`config.mk`:
```
export PLATFORM = sky130hd
export DESIGN_NAME = bm_param_ring_memory
export DESIGN_NICKNAME = d
export VERILOG_FILES = /design/src/rtl/bm_param_ring_memory.sv
export SDC_FILE = /design/constraint.sdc
export NUM_CORES = 1
export LEC_CHECK = 0
export BUFFER_PORTS_ARGS = -buffer_cell sky130_fd_sc_hd__buf_2
export CAP_MARGIN = 20
export CORE_MARGIN = 1
export CORE_UTILIZATION = 50
export CTS_BUF_LIST = sky130_fd_sc_hd__clkbuf_8 sky130_fd_sc_hd__clkbuf_16
export DETAILED_ROUTE_END_ITERATION = 16
export HOLD_SLACK_MARGIN = 0.15
export PLACE_DENSITY = 0.72
export SLEW_MARGIN = 20
export SYNTH_ARGS = -nofsm -noshare
export SYNTH_HDL_FRONTEND = slang
export SYNTH_SLANG_ARGS = --single-unit
```
`constraint.sdc`:
```
create_clock -name clock -period 2.5 [get_ports clock]
set_clock_uncertainty 0.15 [all_clocks]
set_input_delay 0.375 -clock clock [delete_from_list [all_inputs] [get_ports clock]]
set_output_delay 0.375 -clock clock [all_outputs]
set_load 0.01 [all_outputs]
```
`src/rtl/bm_param_ring_memory.sv`:
```
// Parametrised ring-buffer memory with registered read port, occupancy tracking
// and full/empty/overflow/underflow reporting; OVERWRITE selects drop vs overwrite-oldest.
module bm_param_ring_memory #(
    parameter int unsigned BITS      = 2,
    parameter int unsigned ADDR_BITS = 2,
    parameter int unsigned OVERWRITE = 0
) (
    input  logic                 clock,
    input  logic                 reset_n,
    input  logic                 wr_en,
    input  logic [BITS-1:0]      value_in,
    input  logic                 rd_en,
    output logic [BITS-1:0]      value_out,
    output logic                 out_valid,
    output logic                 full,
    output logic                 empty,
    output logic [ADDR_BITS:0]   count,
    output logic                 overflow,
    output logic                 underflow
);

    localparam int unsigned DEPTH = 1 << ADDR_BITS;
    localparam int unsigned CW    = ADDR_BITS + 1;
    localparam bit          OVW   = (OVERWRITE != 0);

    logic [BITS-1:0]      mem [DEPTH];

    logic [ADDR_BITS-1:0] wr_ptr_q, wr_ptr_d;
    logic [ADDR_BITS-1:0] rd_ptr_q, rd_ptr_d;
    logic [CW-1:0]        count_q, count_d;
    logic [BITS-1:0]      value_out_q, value_out_d;
    logic                 out_valid_q, out_valid_d;
    logic                 overflow_q, overflow_d;
    logic                 underflow_q, underflow_d;

    logic                 full_c, empty_c;
    logic                 rd_acc_c, wr_acc_c, ovw_c;

    assign full_c  = (count_q == CW'(DEPTH));
    assign empty_c = (count_q == CW'(0));

    // Accept decisions; an overwrite is a write into a full buffer with no read to make room.
    assign rd_acc_c = rd_en & ~empty_c;
    assign wr_acc_c = wr_en & (~full_c | rd_acc_c | OVW);
    assign ovw_c    = wr_en & full_c & ~rd_acc_c & OVW;

    always_comb begin
        wr_ptr_d    = wr_ptr_q;
        rd_ptr_d    = rd_ptr_q;
        count_d     = count_q;
        value_out_d = value_out_q;
        out_valid_d = 1'b0;
        overflow_d  = wr_en & full_c & ~rd_acc_c;
        underflow_d = rd_en & empty_c;

        if (wr_acc_c) begin
            wr_ptr_d = wr_ptr_q + ADDR_BITS'(1);
        end
        if (rd_acc_c) begin
            value_out_d = mem[rd_ptr_q];
            out_valid_d = 1'b1;
        end
        if (rd_acc_c || ovw_c) begin
            rd_ptr_d = rd_ptr_q + ADDR_BITS'(1);
        end

        // Overwrite leaves occupancy at DEPTH, so it is excluded from the increment.
        unique case ({wr_acc_c & ~ovw_c, rd_acc_c})
            2'b10:   count_d = count_q + CW'(1);
            2'b01:   count_d = count_q - CW'(1);
            default: count_d = count_q;
        endcase
    end

    always_ff @(posedge clock or negedge reset_n) begin
        if (!reset_n) begin
            wr_ptr_q    <= '0;
            rd_ptr_q    <= '0;
            count_q     <= '0;
            value_out_q <= '0;
            out_valid_q <= 1'b0;
            overflow_q  <= 1'b0;
            underflow_q <= 1'b0;
        end else begin
            wr_ptr_q    <= wr_ptr_d;
            rd_ptr_q    <= rd_ptr_d;
            count_q     <= count_d;
            value_out_q <= value_out_d;
            out_valid_q <= out_valid_d;
            overflow_q  <= overflow_d;
            underflow_q <= underflow_d;
        end
    end

    // Storage array is intentionally not reset.
    always_ff @(posedge clock) begin
        if (wr_acc_c) begin
            mem[wr_ptr_q] <= value_in;
        end
    end

    assign value_out = value_out_q;
    assign out_valid = out_valid_q;
    assign full      = full_c;
    assign empty     = empty_c;
    assign count     = count_q;
    assign overflow  = overflow_q;
    assign underflow = underflow_q;

endmodule

```
==> summary.md <==
| Metric | Value |
|---|---|
| Status | finished, final reports clean |
| Share of cells above drive strength 1 | 28.1% |
| Clk buf depth | 2 |
| Final HPWL DP | 1.19 mm |
| Area contributors post-synth | dfrtp_1 30%, edfxtp_1 24%, ha_1 4.9% |
| Syn Nets | 90 |
| Final non-filler cell total | 121 |
| Peak supply drop | 0.758 mV |
| Post-CTS resize count | 0 |
| Headroom to the max-slew limit | 78.7% |
| Drt first-iter violations | 6 |
| Routability Congestion | 0.785 |
| Synth Flop Type | dfrtp_1 |
| All-Layer GR Usage | 17.5% |
| Placed insts | 116 |
| Die width | 47.1 µm |
| Port Buffers | 15 |
| Clock Root Buffer | clkbuf_8 |
| Worst Path Required | 2.54 ns |
| Hold Fails Final Rpt | 0 |
| Setup bufs post-CTS | 0 |
| Synth area leader | dfrtp_1 |
| Die height | 47.1 µm |
| WP data arrival | 2.15 ns |
| Count of different cell masters after synthesis | 31 |
| Fraction of registers with async set/reset | 60.0% |
| Worst slew pin tran | 0.320 ns |
| Worst setup SP type | register |
| Sink Count | 20 |
| Grt total ovfl | 0 |
| Placement row count | 15 |
| N_diodes | 0 |
| Clk_lat worst skew | 0.25 ns |
| Vias in the first global route | 585 |
| HP Class | input pin to register |
| Setup TNS | 0 ns |
| WL per Instance | 12.7 µm |
| Clock period minus worst slack | 2.11 ns |
| Slew Limit Fails | 0 |
| CTS H-tree lvls | 1 |
| Initial antenna violation count | 0 |
| Maxcap violations | 0 |
| Critical path capture point type | register |
| Lkg Pwr | 0.528 nW |
| Die area | 0.00221 mm² |
| DRC errors left | 0 |
| P per Cell Area | 1140 mW/mm² |
| Post-synth EDFFs | 8 |
| Initial core utilization | 55.7% |
| CP max stage delay | 0.49 ns |
| Ports | 16 |
| Largest net degree at the start of global routing | 13 |
| CP max-delay cell | dfrtp_1 |
| Synthesized area per cell | 12.8 µm² |
| Pre-Repair DR Iteration Count | 4 |
| Vias per cell | 5.14 |
| RSZ-0062 raised after global routing | false |
| Synthesis-stage register bit count | 20 |
| Clock transition at path regs | 0.07 ns |
| Nets | 108 |
| CP Cell Sequence | o31ai_4 > inv_1 > nand2b_1 > fa_1 > or3b_1 > o22ai_1 > a221o_1 |
| Post-route ant nets | 0 |
| Ys Warns | 0 |
| F_max | 474 MHz |
| Synth Cell Area | 0.00101 mm² |
| TritonCTS buffer count | 3 |
| Core area | 0.00182 mm² |
| First-pass GRT wire length | 2.59 mm |
| Setup Crit Path Kind | register to register |
| Tcrit/Tclk final | 84.3% |
| Final setup vio count | 0 |
| Wirelength, routed | 1.54 mm |
| Post-layout util | 63.6% |
| Via Count | 622 |
| Critical Path Fanout Max | 9 |
| Cells after synthesis | 79 |
| Sequential fraction of the synthesis area | 53.3% |
| Area share of the largest cell type after synthesis | 29.6% |
| Area growth, synth to finish | 14.1% |
| TritonCTS clock tree | done |
placed cells by master (no fill, tap or decap), types with 2 or more instances in the layout:
cell type / n
clkbuf_8: 3
edfxtp_1: 8
and2_1: 6
nand2_1: 7
xnor2_1: 3
nor3_1: 2
buf_2: 15
o2111ai_1: 2
o22ai_1: 2
ha_1: 4
mux4_2: 2
buf_4: 2
inv_1: 7
nand3_1: 2
dfrtp_1: 12
xor2_1: 2
sequential cells by signal, indices dropped and copies added (netlist names):
register / count
wr_ptr_q: 2
rd_ptr_q: 2
mem: 8
out_valid: 1
value_out: 2
count: 3
overflow: 1
underflow: 1
synth_stat cells, types with 2 or more instances:
library cell,count
nand2_1,7
nor3_1,2
xnor2_1,3
dfrtp_1,12
nand3_1,2
edfxtp_1,8
buf_2,3
inv_1,7
mux4_2,2
o2111ai_1,2
o22ai_1,2
ha_1,4
xor2_1,2
and2_1,6
kinds of logic (layout without fill, tap and decap cells):
| logic type | Yosys count | count (layout) | synth area share (%) |
|---|---|---|---|
| compound gates | 8 | 8 | 7.27 |
| xor+xnor | 5 | 5 | 4.32 |
| fa+ha+maj | 5 | 5 | 6.91 |
| buf+inv | 12 | 29 | 5.92 |
| flops | 20 | 20 | 53.3 |
| mux | 4 | 4 | 6.90 |
| simple gates | 25 | 25 | 15.4 |
through the flow:
stage	setup WS [ns]	cell area, µm²	hold slack (ns)	total power [mW]
2_1_floorplan	0.423	1010	-0.0706	0.989
3_3_place_gp	0.356	1100	0.114	1.11
3_5_place_dp	0.284	1100	0.119	1.13
4_1_cts	0.383	1160	0.185	1.34
5_1_grt	0.237	1160	0.183	1.44
6_report	0.392	1160	0.186	1.32
worst max-delay path: cells and delay by family (launching register included):
kind | cells | cell delay [ns]
AOI/OAI and AO/OA | 3 | 0.55
adders and majority gates | 1 | 0.24
buffers and inverters | 1 | 0.15
DFF | 1 | 0.49
and+or+nand+nor | 2 | 0.47
power by group:
part	internal, mW	switching (mW)
registers	0.457	0.102
logic	0.279	0.274
clock network	0.109	0.0999
total	0.845	0.476
final cells by class:
cell class / count / area [µm²]
clock buffer: 3 / 41.3
clock inverter: 1 / 3.75
fill: 143 / 663
inverter: 7 / 26.3
multi-input combinational: 47 / 414
sequential: 20 / 541
tap: 25 / 31.3
timing repair buffer: 18 / 100
what timing repair did:
item | CTS | global route
setup endpoints to repair | 0 | 0
hold buffers | 1 | 0
hold endpoints to repair | 12 | 0
worst paths after layout:
kind                         startpoint      endpoint  slack (ns)  depth (start not counted)
hold / removal              value_in[0]     mem[0][0]        0.19                          1
setup reg to reg               count[2]      count[2]        0.39                          7
setup / recovery               count[2]      count[2]        0.39                          7
hold reg to reg            value_out[1]  value_out[1]        0.33                          2
max in group asynchronous       reset_n   wr_ptr_q[1]        1.62                          2
min in group asynchronous       reset_n      count[2]        0.37                          2
layer usage:
layer | global-route usage (%) | part of all wire, % | up-vias
met2 | 27.2 | 48 | 14
li1 | - | - | 309
met5 | 0 | 0 | -
met3 | 4.62 | 4.2 | 2
met1 | 23.4 | 47 | 297
met4 | 6.86 | 0.91 | 0
(Power assumes the default switching activity.)
